## src/rtl/pr_request_ctrl.sv

```systemverilog
`timescale 1ns/1ps
`default_nettype none
// ============================================================================
// Module   : pr_request_ctrl
// Brief    : Request collection and grant handshake around an external 8-bit
//            priority encoder. Sticky pending register, masked pending vector
//            to the encoder, one-hot grant offered over valid/ack, service
//            interval supervised by a timeout counter.
// Revision : 1.0 - initial release
// ============================================================================
module pr_request_ctrl #(
    parameter int TIMEOUT = 15
) (
    input  logic       clk,
    input  logic       rst,
    input  logic [7:0] req,
    input  logic [7:0] mask,
    output logic [7:0] pend,
    input  logic [7:0] sel,
    output logic [7:0] gnt,
    output logic [2:0] gnt_idx,
    output logic       gnt_valid,
    input  logic       gnt_ack,
    input  logic       done,
    output logic       busy,
    output logic       timeout,
    output logic       sel_err,
    output logic [7:0] gnt_count
);

    typedef enum logic [1:0] {
        ST_IDLE    = 2'd0,
        ST_OFFER   = 2'd1,
        ST_SERVICE = 2'd2
    } state_t;

    // Timer value of the final SERVICE cycle; reaching it without done aborts.
    localparam logic [7:0] c_timer_last = 8'(TIMEOUT - 1);

    // Binary position of the (single) set bit of a one-hot vector.
    function automatic logic [2:0] f_encode(input logic [7:0] v);
        logic [2:0] idx;
        idx = 3'd0;
        for (int i = 0; i < 8; i++) begin
            if (v[i]) begin
                idx = 3'(i);
            end
        end
        return idx;
    endfunction

    state_t     state_q,     state_d;
    logic [7:0] pend_q,      pend_d;
    logic [7:0] gnt_q,       gnt_d;
    logic [2:0] gnt_idx_q,   gnt_idx_d;
    logic [7:0] timer_q,     timer_d;
    logic       timeout_q,   timeout_d;
    logic       sel_err_q,   sel_err_d;
    logic [7:0] gnt_count_q, gnt_count_d;

    logic       w_ack;
    logic [7:0] w_clr;
    logic       w_sel_multi;
    logic       w_sel_onehot;

    // Accepted handshake and the pending bit it retires.
    assign w_ack = (state_q == ST_OFFER) && gnt_ack;
    assign w_clr = w_ack ? gnt_q : 8'h00;

    // sel & (sel-1) is nonzero exactly when two or more bits are set.
    assign w_sel_multi  = |(sel & (sel - 8'd1));
    assign w_sel_onehot = (sel != 8'h00) && !w_sel_multi;

    // Sticky pending: a new request on the bit being cleared wins.
    always_comb begin
        pend_d = (pend_q & ~w_clr) | req;
    end

    // Grant handshake and service supervision.
    always_comb begin
        state_d     = state_q;
        gnt_d       = gnt_q;
        gnt_idx_d   = gnt_idx_q;
        timer_d     = timer_q;
        timeout_d   = 1'b0;
        sel_err_d   = sel_err_q;
        gnt_count_d = gnt_count_q;

        case (state_q)
            ST_IDLE: begin
                if (w_sel_onehot) begin
                    gnt_d     = sel;
                    gnt_idx_d = f_encode(sel);
                    state_d   = ST_OFFER;
                end else if (w_sel_multi) begin
                    // Malformed encoder output: flag it and refuse to grant.
                    sel_err_d = 1'b1;
                end
            end

            ST_OFFER: begin
                // Grant is frozen here; mask/req changes only affect pending.
                if (gnt_ack) begin
                    gnt_count_d = gnt_count_q + 8'd1;
                    timer_d     = 8'd0;
                    state_d     = ST_SERVICE;
                end
            end

            ST_SERVICE: begin
                if (done) begin
                    // done takes priority over an abort in the same cycle.
                    state_d   = ST_IDLE;
                    gnt_d     = 8'h00;
                    gnt_idx_d = 3'd0;
                    timer_d   = 8'd0;
                end else if (timer_q == c_timer_last) begin
                    timeout_d = 1'b1;
                    state_d   = ST_IDLE;
                    gnt_d     = 8'h00;
                    gnt_idx_d = 3'd0;
                    timer_d   = 8'd0;
                end else begin
                    timer_d = timer_q + 8'd1;
                end
            end

            default: begin
                state_d   = ST_IDLE;
                gnt_d     = 8'h00;
                gnt_idx_d = 3'd0;
                timer_d   = 8'd0;
            end
        endcase
    end

    // State and datapath registers; reset drops any in-flight grant.
    always_ff @(posedge clk) begin
        if (rst) begin
            state_q     <= ST_IDLE;
            pend_q      <= 8'h00;
            gnt_q       <= 8'h00;
            gnt_idx_q   <= 3'd0;
            timer_q     <= 8'd0;
            timeout_q   <= 1'b0;
            sel_err_q   <= 1'b0;
            gnt_count_q <= 8'd0;
        end else begin
            state_q     <= state_d;
            pend_q      <= pend_d;
            gnt_q       <= gnt_d;
            gnt_idx_q   <= gnt_idx_d;
            timer_q     <= timer_d;
            timeout_q   <= timeout_d;
            sel_err_q   <= sel_err_d;
            gnt_count_q <= gnt_count_d;
        end
    end

    assign pend      = pend_q & ~mask;
    assign gnt       = gnt_q;
    assign gnt_idx   = gnt_idx_q;
    assign gnt_valid = (state_q == ST_OFFER);
    assign busy      = (state_q == ST_SERVICE);
    assign timeout   = timeout_q;
    assign sel_err   = sel_err_q;
    assign gnt_count = gnt_count_q;

endmodule
`default_nettype wire

```

## config.mk

```make
export PLATFORM = sky130hd
export DESIGN_NAME = pr_request_ctrl
export DESIGN_NICKNAME = d
export VERILOG_FILES = /design/src/rtl/pr_request_ctrl.sv
export SDC_FILE = /design/constraint.sdc
export NUM_CORES = 1
export LEC_CHECK = 0
export CAP_MARGIN = 20
export CORE_UTILIZATION = 25
export CTS_CLUSTER_DIAMETER = 150
export DETAILED_ROUTE_END_ITERATION = 6
export MAX_ROUTING_LAYER = met4
export PLACE_DENSITY = 0.49
export SETUP_SLACK_MARGIN = 0.02
export SYNTH_ARGS = -nofsm -noshare
export SYNTH_HDL_FRONTEND = slang
export SYNTH_SLANG_ARGS = --single-unit
```

## constraint.sdc

```tcl
create_clock -name clk -period 2.7 [get_ports clk]
set_input_delay 0.405 -clock clk [delete_from_list [all_inputs] [get_ports clk]]
set_output_delay 0.405 -clock clk [all_outputs]
set_load 0.05 [all_outputs]
```

Word level (Yosys, flattened, before mapping)
Index checks and enable logic that the tools add are counted.

Div/mod/pow operators: 0. Multipliers: 0. Bitwise gates (word level): 10. Order comparisons: 0. Add/sub/neg operators: 3. Shift-type cells: 0. Reduce and logical (&&, ||, !) cells: 12. Eq/ne operators: 6. Mux-type cells: 26.

Operators with widths (number): two-way mux 8 bit (7); one-hot mux 8 bit (3 select lines) (2); two-way mux 3 bit (9); AND 8 bit (3); adder 8 x 1 -> 8 bit (second input constant) (2); NOT 8 bit (2); one-hot mux 3 bit (3 select lines) (1); AND reduction 3 bit (3); equality test 8 x 4 -> 1 bit (second input constant) (1); two-way mux 2 bit (4); bitwise OR 8 bit (1); nonzero test 8 bit (1); OR reduction 8 bit (1); subtractor 8 x 1 -> 8 bit (second input constant) (1); one-hot mux 2 bit (3 select lines) (1); NOT 1 bit (4); AND reduction 2 bit (2); != test 3 x 2 -> 1 bit (second input constant) (1); OR reduction 3 bit (1); equality test 2 x 1 -> 1 bit (second input constant) (1); equality test 2 bit (second input constant) (1); logical AND 1 bit (2); logical NOT 2 bit (1); two-way mux 1 bit (2); 3 further kinds (3).

RAM bits: 0. Memories kept: 0. Output and inout port bits: 31. ROM bits: 0. Register bits: 39. Bits in latches: 0.

Longest topological paths before layout
Gate-level depths: netlist of the first run.

Depth after elaboration: 9. Mapped depth: 7.

Worst setup path before layout of the first run
No wires, ideal clock.

Path kind: input to register. Start: input port sel[3]. End: register gnt_idx_q[1] (netlist: gnt_idx[1]). Data arrival time: 1.960 ns. Setup time: 0.117 ns. Buffers on the path: 1. Data required time: 2.583 ns. Slack: 0.623 ns. Stages: 6. Cells stage by stage: or4_4 a2111oi_1 or3_1 a221oi_1 buf_2 a22o_1.

Cells in the longest elaborated chain, start to end: 7.

Ends and longest elaborated chain: start: declaration (RTL line 19) `input logic [7:0] sel,`; subtractor 8 x 1 -> 8 bit or two-way mux 3 bit (tied branches) (RTL line 71, 45); AND 8 bit or two-way mux 3 bit (tied branches) (RTL line 71, 45); OR reduction 8 bit or two-way mux 3 bit (tied branches) (RTL line 71, 45); logical NOT 1 bit or two-way mux 3 bit (tied branches) (RTL line 72, 45); logical AND 1 bit or two-way mux 3 bit (tied branches) (RTL line 72, 45); != test 2 bit (no line) or two-way mux 3 bit (tied branches); AND reduction 3 bit (no line) or one-hot mux 3 bit (3 select lines) (tied branches); end signal: assignment (RTL line 152) `gnt_idx_q <= gnt_idx_d;`; end: declaration (RTL line 55) `logic [2:0] gnt_idx_q, gnt_idx_d;`.

Parallel ways exist; a longest one is shown, timed or not. The select of a mux whose other input is x is not followed. A chain may end at the register's enable or synchronous reset.

Final worst setup path of the first run
Start: input port sel[3]. End: register gnt_q[0] (netlist: gnt[0]).

Cells in the longest elaborated chain, start to end: 7.

Ends and longest elaborated chain: subtractor 8 x 1 -> 8 bit (RTL line 71) `assign w_sel_multi = |(sel & (sel - 8'd1));`; AND 8 bit (RTL line 71); OR reduction 8 bit (RTL line 71); logical NOT 1 bit (RTL line 72) `assign w_sel_onehot = (sel != 8'h00) && !w_sel_multi;`; logical AND 1 bit (*) (RTL line 72); != test 2 bit (no line) (*); AND reduction 3 bit (no line) (*); end signal: assignment (RTL line 151) `gnt_q <= gnt_d;`; end: declaration (RTL line 54) `logic [7:0] gnt_q, gnt_d;`.

Every way passes the cells marked *; elsewhere a longest branch is shown, timed or not.

==> flow_summary.yaml, run 1 <==
sta:
  slew_viol_final: 0
  final_hold_viol_count: 0
  rsz0062_at_grt: "no"
  finalCritPeriodShare_pct: 91.0
  relSlewSlack_pct: 59.5
  fmax_mhz: 407
  finalClockSkew_ns: 0.00462
  min_period_ns: 2.46
  finalSetupViolCount: 0
  tightest_slew_ns: 0.606
logic_synthesis:
  synth_warnings: 0
  ys_top_cells_by_count: "dfxtp_1 (39), nor2_1 (31), a21oi_1 (13), nand2_1 (13), a22o_1 (11)"
  ys.flop_type: "dfxtp_1"
  postSynth.asyncResetShare_pct: 0
  ys_seq_elements: 39
  ys_types: 38
  synth_edf_count: 0
  synth_cells: 186
  syn_nets: 217
  synth_top_cell_by_area: "dfxtp_1"
  synth_top_area_share_pct: 46.5
  synth.most_common_cell: "dfxtp_1"
  synthesis.area_sq_um: 1680
  avgSynthCellArea_sq_um: 9.03
  synth_area_leaders: "dfxtp_1 (46%), nor2_1 (6.9%), a22o_1 (5.7%)"
  synth_seq_area_share_pct: 46.5
floorplan:
  coreArea_sq_um: 6420
  dieArea_sq_um: 7050
  die-height_microns: 84.0
  rows: 29
  start_util_pct: 26.1
  die_w_microns: 84.0
  ios: 59
cells_and_area:
  stdcell_count: 342
  final_core_util_pct: 40.0
  antennaDiodeCount: 0
  n_fill_cell: 671
  multi_input_area_sq_um: 860
  seq_area_sq_um: 781
  area_growth_syn_to_layout_pct: 53.1
  final_net_count: 295
  layout-drive-gt1-share_pct: 10.9
cts:
  clkTransAtPathRegs_ns: 0.07
  clock_sinks: 39
  cts_root_buf: "clkbuf_8"
  cts_hold_buffers: 0
  numCtsBuffers: 5
  cts_buffer_depth: 2
  cts_tree: "done"
  clk_latency_ns: 0.28
  cts_setup_buffers: 0
  post_cts_resized: 0
  cts.htree.levels: 2
hold_path:
  hold_path_depth: 2
  holdPathEnd: "sel_err"
  worstHoldStart: "sel_err"
  min_path_type: "reg2reg"
setup_path:
  cp_max_fo: 7
  path_buf_inv: 3
  crit_family: "buffers and inverters"
  critPathKind: "in2reg"
  ff2ff_setup_slack_ns: 0.39
  r2r-start: "state_q[0]"
  cpMostUsedCell: "buf_4"
  crit_arrival_ns: 2.63
  r2r_end: "gnt[0]"
  crit_slowest_cell: "or4_4"
  worstSetupStartpointType: "input pin"
  path_cells: "clkdlybuf4s50_1 > or4_4 > buf_4 > a2111oi_1 > or3_1 > a221oi_1 > buf_4 > a22o_1"
  reg2reg_depth: 6
  cp_slowest_stage_delay_ns: 0.54
  cp.required_ns: 2.87
  end_kind: "flip-flop"
power:
  p_clk_share_pct: 36.1
  p_seq_share_pct: 49.8
  comb_power_share_pct: 14.0
  p_per_area_nw_per_um2: 465
  leakage_uw: 0.000974
  p_switching_uw: 292
  p_int_uw: 904
  ir_drop_mv: 0.188
  switching_share_pct: 24.4
routing:
  drc: 6
  avgViaCountPerCell: 4.67
  vias: 1596
  drt_iter0_markers: 48
  postRouteAntennaNets: 0
  drtPass1Iterations: 6
  wl_per_cell_microns: 12.4
  wl_mm: 4.25
grt:
  grt_pass1_vias: 1457
  grt_pass1_wl_mm: 7.02
  antenna_found_initial: 0
  grt-ovfl-total: 0
  grt.total_usage_pct: 12.9
  grt_max_degree: 23
placed_design:
  dp_hpwl_mm: 3.18
  numPortBuffers: 58
  place.gp.congestion: 0.761
  placed_cells: 334
run_status:
  violations: "design-rule violations"
  status: "finished, violations left"
flow_run:
  cap_violations: 0
-- power groups by stage --
| stage | sequential (uW) | combinational [uW] | clock [uW] |
|---|---|---|---|
| after floorplan | 622 | 63.5 | 0 |
| after global placement | 610 | 168 | 0 |
| after detailed placement | 609 | 168 | 0 |
| after CTS | 596 | 169 | 448 |
| after global routing | 598 | 180 | 476 |
| final | 596 | 168 | 432 |
-- layout make-up --
cell class                      count  area share, %
Tap cell                           77           3.75
Sequential cell                    39           30.4
Multi-Input combinational cell    138           33.4
Timing Repair Buffer               77           28.1
Inverter                            3          0.438
Clock buffer                        8           3.89
-- state kept, by name, indices dropped and copies added, names as in the netlist --
| register | count |
|---|---|
| gnt_idx | 3 |
| timer_q | 8 |
| state_q | 2 |
| pend_q | 8 |
| gnt | 8 |
| timeout | 1 |
| gnt_count | 8 |
| sel_err | 1 |
-- through the flow --
stage	power [uW]	hold slack [ns]	TNS, ns	area [sq um]	worst slack, ns
CTS	1210	0.475	0	2570	0.244
finish	1200	0.470	0	2570	0.242
global route	1250	0.500	0	2570	0.0865
floorplan	686	0.443	0	1680	0.623
global placement	777	0.458	-0.00366	2470	-0.00366
detailed placement	778	0.457	-0.414	2470	-0.0594
-- cells in the final DEF (no fill, tap or decap), types with 2 or more instances in the layout --
master / count
xnor2_1: 5
nor2b_1: 10
nor4_1: 2
a21oi_1: 13
o31ai_1: 2
nand2_1: 13
ha_1: 3
or3_1: 3
clkbuf_8: 7
inv_1: 3
nand4_1: 3
o21bai_1: 2
nor3_1: 6
clkdlybuf4s50_1: 58
dfxtp_1: 39
a211oi_1: 3
and4_1: 2
xor2_1: 8
buf_4: 19
nand3_1: 5
a22o_1: 11
nor2_1: 31
-- kinds of logic after synthesis --
| kind of cell | count (synthesis) | share of synthesized area (%) |
|---|---|---|
| and+or+nand+nor | 82 | 24.4 |
| muxes | 1 | 0.596 |
| DFF | 39 | 46.5 |
| adders and majority gates | 3 | 2.24 |
| xor gates and xnor gates | 13 | 6.78 |
| buffers and inverters | 9 | 2.31 |
| AOI/OAI and AO/OA | 39 | 17.2 |
-- routing by layer --
layer	vias to the layer above	wire (microns)	global-route usage, %
li1	818	-	-
met1	722	2120	17.0
met2	52	1850	19.1
met3	4	243	3.76
met4	0	33	3.76
met5	-	0	-
-- worst register-to-register path, stage by stage, from the launching register on --
cell       delay [ns]
dfxtp_1          0.40
or3b_1           0.43
a41oi_1          0.32
a2111oi_0        0.15
a221oi_1         0.56
buf_4            0.26
a22o_1           0.14
-- worst max path at each step --
stage,startpoint,to,slack [ns],cells past startpoint
3_5_place_dp,sel[3],gnt[0],-0.06,8
6_report,sel[3],gnt[0],0.24,8
4_1_cts,sel[3],state_q[1],0.24,8
2_1_floorplan,sel[3],gnt_idx[1],0.62,6
5_1_grt,sel[3],gnt[0],0.09,7
3_3_place_gp,sel[3],state_q[1],-0.004,8
Note: power is estimated with default switching activity, not from simulation.
==> run 2: changes to the inputs <==
- CTS_CLUSTER_SIZE: default -> 20
==> results of run 2 <==
No change in the layout: final DEF, timing and power equal those of run 1.
==> run 3: changes to the inputs <==
- SKIP_CTS_REPAIR_TIMING: default -> 1
- SLEW_MARGIN: default -> 15
==> results of run 3 <==
No change in the layout: final DEF, timing and power equal those of run 1.
